### config.mk
export PLATFORM = sky130hd
export DESIGN_NAME = fifo_arb_flat
export DESIGN_NICKNAME = d
export VERILOG_FILES = /design/src/rtl/fifo_arb_if.sv /design/src/rtl/fifo_arb.sv /design/src/flat_wrapper.sv
export SDC_FILE = /design/constraint.sdc
export NUM_CORES = 1
export LEC_CHECK = 0
export ABC_CLOCK_PERIOD_IN_PS = 4760
export BUFFER_PORTS_ARGS = -buffer_cell sky130_fd_sc_hd__buf_2
export CORE_UTILIZATION = 42
export CTS_CLUSTER_SIZE = 28
export DETAILED_ROUTE_END_ITERATION = 7
export PLACE_DENSITY = 0.82
export SLEW_MARGIN = 15
export SYNTH_ARGS = -nofsm -noshare
export SYNTH_HDL_FRONTEND = slang
export SYNTH_SLANG_ARGS = --single-unit
export TNS_END_PERCENT = 10
### constraint.sdc
create_clock -name clk -period 4.76 [get_ports clk]
set_clock_uncertainty 0.05 [all_clocks]
set_input_delay 0.952 -clock clk [delete_from_list [all_inputs] [get_ports clk]]
set_output_delay 0.952 -clock clk [all_outputs]
set_load 0.02 [all_outputs]
### src/rtl/fifo_arb_if.sv
// fifo_arb_if: bundles the requester-side and downstream-side handshake of fifo_arb.
//   valid_i/data_i/ready_i : NREQ requesters (payload k in data_i[k*WIDTH +: WIDTH])
//   valid_o/data_o/src_o   : registered beat towards the downstream queue
//   ready_o                : downstream accept
//   lock_i                 : per-requester grant hold (only with FIFO_ARB_LOCK_EN)
// Modports: slave = arbiter side, master = requesters + downstream side.
interface fifo_arb_if #(
  parameter int unsigned NREQ  = 4,
  parameter int unsigned WIDTH = 32,
  parameter int unsigned IDW   = 2
);
  logic [NREQ-1:0]       valid_i;
  logic [NREQ-1:0]       ready_i;
  logic [NREQ*WIDTH-1:0] data_i;
  logic                  valid_o;
  logic                  ready_o;
  logic [WIDTH-1:0]      data_o;
  logic [IDW-1:0]        src_o;
`ifdef FIFO_ARB_LOCK_EN
  logic [NREQ-1:0]       lock_i;

  modport slave  (input  valid_i, data_i, ready_o, lock_i,
                  output ready_i, valid_o, data_o, src_o);
  modport master (output valid_i, data_i, ready_o, lock_i,
                  input  ready_i, valid_o, data_o, src_o);
`else
  modport slave  (input  valid_i, data_i, ready_o,
                  output ready_i, valid_o, data_o, src_o);
  modport master (output valid_i, data_i, ready_o,
                  input  ready_i, valid_o, data_o, src_o);
`endif
endinterface

### src/rtl/fifo_arb.sv
// fifo_arb: round-robin arbiter of NREQ requesters into one registered output beat.
//   clk    : sole clock, rising edge
//   reset  : synchronous, active-low
//   bus    : fifo_arb_if.slave (valid_i/data_i/ready_i, valid_o/data_o/src_o/ready_o, lock_i)
// Optional macro FIFO_ARB_LOCK_EN adds lock_i and a held flag that keeps the
// grant on the current requester while its lock bit accompanies each transfer.
module fifo_arb #(
  parameter int unsigned NREQ  = 4,
  parameter int unsigned WIDTH = 32,
  parameter int unsigned IDW   = 2
) (
  input  logic      clk,
  input  logic      reset,
  fifo_arb_if.slave bus
);

  logic             valid_q, valid_d;
  logic [WIDTH-1:0] data_q, data_d;
  logic [IDW-1:0]   src_q, src_d;
  logic [IDW-1:0]   ptr_q, ptr_d;
`ifdef FIFO_ARB_LOCK_EN
  logic             held_q, held_d;
`endif

  logic             open_c;
  logic             found_c;
  logic [NREQ-1:0]  grant_c;
  logic [IDW-1:0]   gidx_c;
  logic [IDW-1:0]   ptr_inc_c;
  logic [WIDTH-1:0] sel_c;

  // Register can take a beat when empty or draining this cycle; never in reset.
  assign open_c = reset && (!valid_q || bus.ready_o);

  // Round-robin search starting at ptr; a held lock makes only ptr eligible.
  always_comb begin
    int unsigned sum;
    logic [IDW-1:0] idx;
    logic elig;
    grant_c = '0;
    found_c = 1'b0;
    gidx_c  = '0;
    sum     = 0;
    idx     = '0;
    elig    = 1'b0;
    if (open_c) begin
      for (int unsigned i = 0; i < NREQ; i++) begin
        sum = 32'(ptr_q) + i;
        if (sum >= NREQ) sum = sum - NREQ;
        idx = IDW'(sum);
`ifdef FIFO_ARB_LOCK_EN
        elig = !held_q || (i == 0);
`else
        elig = 1'b1;
`endif
        if (!found_c && elig && bus.valid_i[idx]) begin
          found_c      = 1'b1;
          grant_c[idx] = 1'b1;
          gidx_c       = idx;
        end
      end
    end
  end

  // One-hot payload mux driven by the grant.
  always_comb begin
    sel_c = '0;
    for (int unsigned k = 0; k < NREQ; k++) begin
      if (grant_c[k]) sel_c = sel_c | bus.data_i[k*WIDTH +: WIDTH];
    end
  end

  assign ptr_inc_c = (gidx_c == IDW'(NREQ - 1)) ? '0 : IDW'(gidx_c + 1'b1);

  // Next state: drain clears, a transfer loads (drain + load replaces in one edge).
  always_comb begin
    valid_d = valid_q;
    data_d  = data_q;
    src_d   = src_q;
    ptr_d   = ptr_q;
`ifdef FIFO_ARB_LOCK_EN
    held_d  = held_q;
`endif
    if (valid_q && bus.ready_o) valid_d = 1'b0;
    if (found_c) begin
      valid_d = 1'b1;
      data_d  = sel_c;
      src_d   = gidx_c;
      ptr_d   = ptr_inc_c;
`ifdef FIFO_ARB_LOCK_EN
      held_d  = bus.lock_i[gidx_c];
      if (bus.lock_i[gidx_c]) ptr_d = gidx_c;
`endif
    end
  end

  // State register with synchronous active-low reset.
  always_ff @(posedge clk) begin
    if (!reset) begin
      valid_q <= 1'b0;
      data_q  <= '0;
      src_q   <= '0;
      ptr_q   <= '0;
`ifdef FIFO_ARB_LOCK_EN
      held_q  <= 1'b0;
`endif
    end else begin
      valid_q <= valid_d;
      data_q  <= data_d;
      src_q   <= src_d;
      ptr_q   <= ptr_d;
`ifdef FIFO_ARB_LOCK_EN
      held_q  <= held_d;
`endif
    end
  end

  assign bus.ready_i = grant_c;
  assign bus.valid_o = valid_q;
  assign bus.data_o  = data_q;
  assign bus.src_o   = src_q;

endmodule

### src/flat_wrapper.sv
// flat-port wrapper written by rule: the top's interface ports become plain ports
module fifo_arb_flat 
#(
  parameter int unsigned NREQ  = 4,
  parameter int unsigned WIDTH = 32,
  parameter int unsigned IDW   = 2
)
  (clk, reset, bus_valid_i, bus_data_i, bus_ready_o, bus_ready_i, bus_valid_o, bus_data_o, bus_src_o);
  fifo_arb_if #(.NREQ(NREQ), .WIDTH(WIDTH), .IDW(IDW)) bus_i ();
  input  logic clk;
  input  logic reset;
  input wire logic [$bits(bus_i.valid_i)-1:0] bus_valid_i;
  input wire logic [$bits(bus_i.data_i)-1:0] bus_data_i;
  input wire logic [$bits(bus_i.ready_o)-1:0] bus_ready_o;
  output wire logic [$bits(bus_i.ready_i)-1:0] bus_ready_i;
  output wire logic [$bits(bus_i.valid_o)-1:0] bus_valid_o;
  output wire logic [$bits(bus_i.data_o)-1:0] bus_data_o;
  output wire logic [$bits(bus_i.src_o)-1:0] bus_src_o;
  assign bus_i.valid_i = bus_valid_i;
  assign bus_i.data_i = bus_data_i;
  assign bus_i.ready_o = bus_ready_o;
  assign bus_ready_i = bus_i.ready_i;
  assign bus_valid_o = bus_i.valid_o;
  assign bus_data_o = bus_i.data_o;
  assign bus_src_o = bus_i.src_o;
  fifo_arb #(.NREQ(NREQ), .WIDTH(WIDTH), .IDW(IDW)) u_core (.clk(clk), .reset(reset), .bus(bus_i));
endmodule
== Word-level counts from Yosys, hierarchy flattened ==
Index checks and enable logic that the tools add are counted.
Storage, ports and cells
  input bits: 135
  flip-flop bits (word level): 37
  output and inout port bits: 39
  word-level logic and storage cells: 98
Cells by class
  reduce and logical (&&, ||, !) cells: 15
  mux-type cells: 52
  add/sub/neg operators: 8
  bitwise operators: 6
  order comparisons: 12
  eq/ne operators: 1
Operator list (number)
  2-to-1 mux 32 bit: 4
  bitwise OR 32 bit: 3
  2-to-1 mux 4 bit: 8
  2-to-1 mux 2 bit: 14
  2-to-1 mux 1 bit: 18
  less-than comparator 2 x 3 -> 1 bit, second input constant: 4
  bitwise OR 4 bit: 3
  >= comparator 3 bit, second input constant: 3
  logical AND 1 bit: 9
  binary-select mux 1 bit (select 2 bit): 4
  demux 1 bit (select 2 bit): 4
  >= comparator 2 x 1 -> 1 bit, second input constant: 4
  subtractor 2 x 1 -> 2 bit, second input constant: 4
  adder 2 x 2 -> 3 bit, second input constant: 2
  zero test 1 bit: 4
  adder 2 x 1 -> 3 bit, second input constant: 1
  >= comparator 2 x 3 -> 1 bit, second input constant: 1
  adder 2 x 1 -> 2 bit, second input constant: 1
  == test 2 bit, second input constant: 1
  nonzero test 2 bit: 1
  logical OR 1 bit: 1

== Logic depth before layout (Yosys ltp) ==
Gate-level depths: netlist of the first run.
  word-level depth: 27
  gate-level depth with buffers: 11
  depth with buffers taken out: 8

== Worst setup path before layout of the first run ==
Ideal clock, no wire load.
  path kind: register -> output
  from: reg u_core.ptr_q[1]
  to: out bus_ready_i[0]
  path buffers: 3
  arrival time: 2.760 ns
  path slack: 0.998 ns
  data required time: 3.758 ns
  cell stages (with the launch flop): 11
  cells stage by stage: dfxtp_1 buf_2 inv_1 ha_1 buf_2 mux2_2 mux2i_2 a221oi_2 o21ai_1 buf_2 and2_1
On the way
  cells in the longest elaborated chain, start to end: 19
  elaborated cells on any way between the ends: 70
  those cells by class: add/sub: 7; order compare: 12; mux: 38; bitwise: 3; reduce/logical: 10
RTL lines
  start: declaration: RTL line fifo_arb.sv:20  | logic [IDW-1:0] ptr_q, ptr_d;
  start signal: assignment: RTL line fifo_arb.sv:111  | ptr_q <= ptr_d;
  parallel branches: the longest is 17 deep, another holds adder 2 x 1 -> 3 bit
  2-to-1 mux 4 bit (*): RTL line fifo_arb.sv:56  | if (!found_c && elig && bus.valid_i[idx]) begin
  2-to-1 mux 4 bit (*): RTL line fifo_arb.sv:46  | if (open_c) begin
  end: declaration: RTL line flat_wrapper.sv:15  | output wire logic [$bits(bus_i.ready_i)-1:0] bus_ready_i;
Every way passes the cells marked *. The select of a mux whose other input is x is not followed.

== Final worst setup path of the first run ==
  from: reg u_core.ptr_q[1]
  to: out bus_ready_i[3]
The elaborated chain is that of the path after synthesis.

==> results.ini, run 1 <==
[status]
outcome = completed

[clock_network]
cts-resized-gates = 0
cts_tree = built
path_clk_slew_ps = 70
cts_max_level = 2
insertion_delay_ps = 280
cts_setup_buffers = 0
clockBufferDepth = 2
root_buffer = clkbuf_8
holdBufCountCts = 0
cts.sinks = 37
cts_made_buffers = 5

[yosys]
yosys-top-cells-count = a21oi_1 (95), dfxtp_1 (37), a222oi_1 (26)
synthAdderAreaFrac_pct = 4.02
synthCells = 293
ys.flop_type = dfxtp_1
async_flop_share_pct = 0
postSynthNetCount = 436
yosysMostFrequentCell = a21oi_1
ys_warn_count = 0
synth_compound_area_share_pct = 44.7
avgSynthCellArea_um2 = 8.50
ys_seq_area_share_pct = 29.7
synthMuxAreaShare_pct = 7.43
synth.largest_area_cell = dfxtp_1
synth_xor_area_share_pct = 0
synth_top_family_by_area = compound AO/OA/AOI/OAI gates
synth-edff-count = 0
yosysUniqueCellTypes = 44
yosys.area.top_type_share_pct = 29.7
synth_area_leaders = dfxtp_1 (30%), a21oi_1 (19%), a222oi_1 (10%)
synth-simple-area-share_pct = 7.28
syn_area_um2 = 2490
ys_seq_elements = 37

[route]
drc = 0
ant_nets = 0
vias = 3215
wl_mm = 9.41
dr.pass1.iters = 6
detail_route.wl_per_cell_um = 18.0
viasPerCell = 6.15
drtIter0Drc = 307

[sta]
rsz0062_at_grt = no
hold_violations = 0
max_clock_freq_ghz = 0.237
worst_pin_slew_ps = 980
tns_ps = 0
period_needed_ps = 4210
relSlewSlack_pct = 34.2
slew_violations = 0
final-setup-viol-count = 0
fin_crit_sh_pct = 88.5

[flow_run]
drv_cap = 0

[setup_path]
ff2ff_path_depth = 8
rr_startpoint = u_core.ptr_q[1]
r2r_end = u_core.bus.data_o[17]
cp_max_fo = 16
cp.arrival_ps = 3210
reg2reg_slack_ps = 930
required_ps = 3760
start_kind = register
worstSetupPathType = register to primary output
setup.worst_path.start = u_core.ptr_q[1]
cp-end-kind = primary output

[placed_design]
io_buffers = 173
gp_congestion = 0.926
dp_hpwl_mm = 6.86

[floorplan]
die_area_um2 = 6240
die_h_um = 79.0
num_io_pins = 174
rows = 27
coreArea_um2 = 5610
start_util_pct = 44.4
die_w_um = 79.0

[hold_path]
hold_path_depth = 2
hold_path_startpoint = u_core.bus.src_o[1]
min_to = u_core.bus.src_o[1]
hold_class = register to register

[final_layout]
multi_input_area_um2 = 1600
area_growth_pct = 40.2
regArea_um2 = 741
post-route-util_pct = 62.3
diodes = 0
fillers = 527
drive_gt1_share_pct = 46.1
fin_nets = 593

[pwr]
power_density_nw_per_um2 = 673
ir_drop_mv = 0.369
power_leakage_nw = 1.61

[global_routing]
gr-usage-all-layers_pct = 28.8
overflow = 0
grt_pass1_wl_mm = 14.0
grt_max_degree = 40
antenna_found_initial = 0
first_global_vias = 2794

==> through the flow <==
step	cells	setup WS, ps	hold slack (ps)	instance area (um^2)	total power, mW
2_1_floorplan	293	998	485	2490	1.63
3_3_place_gp	515	962	392	3380	2.04
3_5_place_dp	515	880	405	3380	2.05
4_1_cts	523	558	414	3490	2.34
5_1_grt	523	328	427	3490	2.51
6_report	523	549	411	3490	2.35
==> state kept, by name, summed over array words and instances (netlist names) <==
name                count
u_core.bus.valid_o      1
u_core.ptr_q            2
u_core.bus.data_o      32
u_core.bus.src_o        2
==> layout make-up <==
cell class / instances / area share [%]
repair buffers: 182 / 26.7
well taps: 72 / 2.58
clock buffers: 7 / 2.47
clock inverters: 1 / 0.860
flip-flops and latches: 37 / 21.2
multi-input cells: 222 / 45.9
inverters: 2 / 0.215
==> routing by layer <==
layer	share of wire [%]	track usage, %	vias to the layer above
met5	0	0	-
met1	39	35.2	1491
met4	2.5	10.5	0
met2	49	48.8	212
met3	9.6	7.13	20
li1	-	-	1492
==> layout by cell type, fill, tap and decap left out, types with 7 or more instances in the layout <==
cell type  netlist  routed
buf_2           15     173
buf_4            0       9
dfxtp_1         37      37
nand2b_1         7       7
a222oi_1        26      26
a21oi_1         95      95
nand2_1          8       8
ha_1             8       8
a22oi_1          7       7
o21ai_0          7       7
==> how the worst max path moves through the flow <==
stage | endpoint | cells past startpoint
after global placement | bus_ready_i[1] | 7
final | bus_ready_i[3] | 7
after floorplan | bus_ready_i[0] | 10
after CTS | bus_ready_i[3] | 7
after global routing | bus_ready_i[3] | 7
after detailed placement | bus_ready_i[3] | 7
==> worst max-delay path: stages (launching register included) <==
cell      delay, ps
dfxtp_1         720
inv_1           260
ha_1            530
mux2_2          430
mux2i_2         360
a221oi_2        150
o31ai_4         260
buf_2           210
==> where the power goes <==
part	leakage, nW	switching [mW]	internal, mW
combinational	1.24	0.958	0.566
clock	0.0585	0.108	0.171
sequential	0.311	0.0904	0.456
==> cells by family after synthesis <==
| kind of cell | Yosys count |
|---|---|
| adders and majority gates | 8 |
| buffers and inverters | 34 |
| AOI/OAI and AO/OA | 167 |
| DFF | 37 |
| and+or+nand+nor | 35 |
| muxes | 12 |
Note: power is estimated with default switching activity, not from simulation.
==> run 2: changes to the inputs <==
--- a/config.mk
+++ b/config.mk
@@ -7,9 +7,11 @@
 export LEC_CHECK = 0
 export ABC_CLOCK_PERIOD_IN_PS = 4760
 export BUFFER_PORTS_ARGS = -buffer_cell sky130_fd_sc_hd__buf_2
+export CORE_ASPECT_RATIO = 0.6
 export CORE_UTILIZATION = 42
 export CTS_CLUSTER_SIZE = 28
 export DETAILED_ROUTE_END_ITERATION = 7
+export MAX_ROUTING_LAYER = met4
 export PLACE_DENSITY = 0.82
 export SLEW_MARGIN = 15
 export SYNTH_ARGS = -nofsm -noshare
==> run 2 against run 1 <==
Sequential power barely moved. Cell count rose by 1.5%. Die area rose by 0.16%. Flip-flop and latch count did not move. Fmax fell by 0.81%. Final area rose by 0.39%. Critical path depth did not move. Via count fell by 1.7%.
==> results.ini, run 2 (synthesized netlist as in run 1, its figures left out) <==
[hold_path]
hold_path_depth = 2
min_to = u_core.bus.src_o[1]
hold_path_startpoint = u_core.bus.src_o[1]
hold_class = register to register

[floorplan]
die_w_um = 101
num_io_pins = 174
die_h_um = 61.7
die_area_um2 = 6250
start_util_pct = 44.1
rows = 21
coreArea_um2 = 5650

[placed_design]
io_buffers = 173
gp_congestion = 0.969
dp_cells = 523
dp_hpwl_mm = 6.56
placed_area_um2 = 3390

[final_layout]
largest_reg_flops = 32
finalNonFillerCells = 531
layout.cells.most_common = buf_2
drive_gt1_share_pct = 46.3
area_growth_pct = 40.7
fin_nets = 593
layout_common_cells = buf_2 (173), a21oi_1 (95), dfxtp_1 (37)
fillers = 519
diodes = 0
regArea_um2 = 741
multi_input_area_um2 = 1600
stdcell_area_um2 = 3510

[sta]
final-setup-viol-count = 0
worst_pin_slew_ps = 1100
slew_violations = 0
fin_hold_ws_ps = 412
rsz0062_at_grt = no
relSlewSlack_pct = 26.2
tns_ps = 0
hold_violations = 0
fin_crit_sh_pct = 89.2
max_clock_freq_ghz = 0.236
period_needed_ps = 4250

[pwr]
internal_power_mw = 1.19
ir_drop_mv = 0.251
finalPower_mw = 2.37
switching_share_pct = 49.7
switching_power_mw = 1.18
combPwrFrac_pct = 64.5
clockPowerShare_pct = 12.5
power_leakage_nw = 1.61
p_seq_share_pct = 23.0
power_density_nw_per_um2 = 676

[route]
wl_mm = 9.11
drtIter0Drc = 265
viasPerCell = 5.95
drc = 0
detail_route.wl_per_cell_um = 17.2
ant_nets = 0
dr.pass1.iters = 7
vias = 3160

[clock_network]
root_buffer = clkbuf_8
cts-resized-gates = 0
clockBufferDepth = 2
cts_max_level = 2
insertion_delay_ps = 300
cts_setup_buffers = 0
cts.sinks = 37
path_clk_slew_ps = 90
cts_tree = built
holdBufCountCts = 0
cts_made_buffers = 5

[setup_path]
reg2reg_slack_ps = 760
worstPathCellList = inv_1, ha_1, mux2_2, mux2i_2, a221oi_2, o31ai_4, buf_2
cp.arrival_ps = 3240
required_ps = 3760
cp_max_fo = 16
ff2ff_path_depth = 8
critical_path.max_stage_delay_ps = 740
start_kind = register
critPathSlowestCell = dfxtp_1
worstSetupPathType = register to primary output
rr_startpoint = u_core.ptr_q[1]
cp-end-kind = primary output
r2r_end = u_core.bus.data_o[27]

[global_routing]
gr-usage-all-layers_pct = 28.6
grt_max_degree = 33
grt_pass1_wl_mm = 13.2
first_global_vias = 2707
overflow = 0
antenna_found_initial = 0

[flow_run]
drv_cap = 0

[status]
outcome = completed

-- run 2: worst max-delay path by stage --
stage	slack [ps]	from	end	depth (start not counted)
final	510	u_core.ptr_q[1]	bus_ready_i[1]	7
after global routing	280	u_core.ptr_q[1]	bus_ready_i[1]	7
after floorplan	1000	u_core.ptr_q[1]	bus_ready_i[0]	10
after global placement	1040	u_core.ptr_q[1]	bus_ready_i[0]	8
after detailed placement	850	u_core.ptr_q[1]	u_core.bus.data_o[23]	8
after CTS	520	u_core.ptr_q[1]	bus_ready_i[1]	7
-- run 2: through the flow --
stage | setup WS [ps] | utilization (%)
after global routing | 281 | 62.1
after detailed placement | 849 | 59.9
after global placement | 1040 | 59.9
after CTS | 524 | 62.1
final | 514 | 62.1
after floorplan | 998 | -
-- run 2: power groups by stage --
stage	clock [mW]	sequential, mW	combinational (mW)
floorplan	0	0.706	0.928
global placement	0	0.543	1.47
detailed placement	0	0.550	1.50
CTS	0.300	0.544	1.51
global route	0.313	0.565	1.65
finish	0.296	0.545	1.53
-- run 2: critical path: cells and delay by family, from the launching register on --
kind            cells  cell delay, ps
mux                 2             790
fa+ha+maj           1             530
buf+inv             2             470
flops               1             740
compound gates      2             400
-- run 2: final cells by class --
class	count	share of cell area [%]
Multi-Input combinational cell	222	45.8
Inverter	2	0.214
Clock inverter	2	1.07
Clock buffer	6	2.36
Sequential cell	37	21.1
Tap cell	80	2.86
Timing Repair Buffer	182	26.6
-- run 2: metal layers --
layer	track usage [%]	share of wire, %	vias to the layer above
met5	-	0	-
met4	8.70	1.5	0
met3	5.68	9.2	19
met2	46.8	48	181
met1	36.1	42	1464
li1	-	-	1496
==> run 3: changes to the inputs <==
--- a/config.mk
+++ b/config.mk
@@ -11,7 +11,6 @@
 export CORE_UTILIZATION = 42
 export CTS_CLUSTER_SIZE = 28
 export DETAILED_ROUTE_END_ITERATION = 7
-export MAX_ROUTING_LAYER = met4
 export PLACE_DENSITY = 0.82
 export SLEW_MARGIN = 15
 export SYNTH_ARGS = -nofsm -noshare
==> run 3 against run 2 <==
Via count is 3.1% higher. Clock power hardly changed. Flip-flop and latch count stayed put. Hold slack better by 11 ps. Non-clock buffer count stayed put. Clock-buffer cell count stayed put.
==> results.ini, run 3 (synthesized netlist as in run 1, its figures left out) <==
[route]
vias = 3257
detail_route.wl_per_cell_um = 17.8
dr.pass1.iters = 8
drtIter0Drc = 320
viasPerCell = 6.13
drc = 0
ant_nets = 0
wl_mm = 9.43

[clock_network]
path_clk_slew_ps = 80
root_buffer = clkbuf_8
holdBufCountCts = 0
insertion_delay_ps = 300
cts_tree = built
cts_setup_buffers = 0
clockBufferDepth = 2
cts_max_level = 2
cts_made_buffers = 5
cts.sinks = 37
cts-resized-gates = 0

[sta]
final-setup-viol-count = 0
max_clock_freq_ghz = 0.233
relSlewSlack_pct = 28.6
slew_violations = 0
rsz0062_at_grt = no
fin_crit_sh_pct = 90.2
worst_pin_slew_ps = 1060
hold_violations = 0
period_needed_ps = 4290
tns_ps = 0

[setup_path]
worstSetupPathType = register to primary output
cp.arrival_ps = 3290
cp_max_fo = 16
cp-end-kind = primary output
required_ps = 3760
start_kind = register

[final_layout]
area_growth_pct = 40.7
layout.cells.most_common = buf_2
layout_common_cells = buf_2 (173), a21oi_1 (95), dfxtp_1 (37)
fin_nets = 593
largest_reg_flops = 32
diodes = 0
drive_gt1_share_pct = 46.3

[pwr]
combPwrFrac_pct = 64.7
clockPowerShare_pct = 12.4
p_seq_share_pct = 22.9
power_leakage_nw = 1.61
switching_power_mw = 1.19
power_density_nw_per_um2 = 680
internal_power_mw = 1.19
finalPower_mw = 2.38
switching_share_pct = 49.9
ir_drop_mv = 0.243

[floorplan]
rows = 21
die_w_um = 101
die_h_um = 61.7
die_area_um2 = 6250
coreArea_um2 = 5650
start_util_pct = 44.1
num_io_pins = 174

[global_routing]
grt_pass1_wl_mm = 13.5
overflow = 0
gr-usage-all-layers_pct = 28.3
antenna_found_initial = 0
grt_max_degree = 33
first_global_vias = 2807

[hold_path]
hold_class = register to register

[flow_run]
drv_cap = 0

[status]
outcome = completed

[placed_design]
dp_hpwl_mm = 6.74
gp_congestion = 0.957
io_buffers = 173

-- run 3: cell counts in the layout (fill, tap and decap cells not counted) --
No cell type changed its count.
-- run 3: path summary, 6_finish.rpt --
kind	slack, ps	to	cells after the start	startpoint
worst max-delay path	470	bus_ready_i[0]	8	u_core.ptr_q[1]
worst min-delay path	420	u_core.bus.src_o[1]	2	u_core.bus.src_o[1]
worst max register to register	740	u_core.bus.data_o[6]	8	u_core.ptr_q[1]
worst min register to register	420	u_core.bus.src_o[1]	2	u_core.bus.src_o[1]
-- run 3: final cells by class --
type	instances	area (um^2)
clock buffer	6	82.6
clock inverter	2	37.5
fill	511	2140
inverter	2	7.51
multi-input combinational	222	1600
sequential	37	741
tap	80	100
timing repair buffer	182	933
-- run 3: per-layer routing --
metal | part of all wire, % | global-route usage (%) | vias to the layer above
li1 | - | - | 1493
met1 | 40 | 34.7 | 1545
met2 | 49 | 50.0 | 206
met3 | 9.9 | 6.58 | 13
met4 | 1.1 | 10.6 | 0
met5 | 0 | 0 | -
-- run 3: worst max-delay path, stage by stage (launching register included) --
cell and delay (ps):
dfxtp_1 760, inv_1 280, ha_1 530, mux2_2 400
and2_1 240, a221oi_2 350, o21ai_2 110, and2_1 160
buf_2 150
-- run 3: metrics by stage --
step | setup WS, ps | cell area, um^2 | hold WS (ps) | util [%] | std cells
final | 466 | 3510 | 422 | 62.1 | 531
after global routing | 311 | 3510 | 454 | 62.1 | 531
after CTS | 525 | 3510 | 411 | 62.1 | 531
after detailed placement | 848 | 3390 | 399 | 59.9 | 523
after global placement | 1030 | 3390 | 400 | 59.9 | 523
after floorplan | 998 | 2490 | 485 | - | 293
-- run 3: power groups by stage --
| stage | clock [mW] | sequential [mW] | combinational [mW] |
|---|---|---|---|
| after CTS | 0.295 | 0.544 | 1.52 |
| final | 0.296 | 0.546 | 1.54 |
| after detailed placement | 0 | 0.551 | 1.51 |
| after floorplan | 0 | 0.706 | 0.928 |
| after global routing | 0.311 | 0.563 | 1.66 |
| after global placement | 0 | 0.543 | 1.47 |
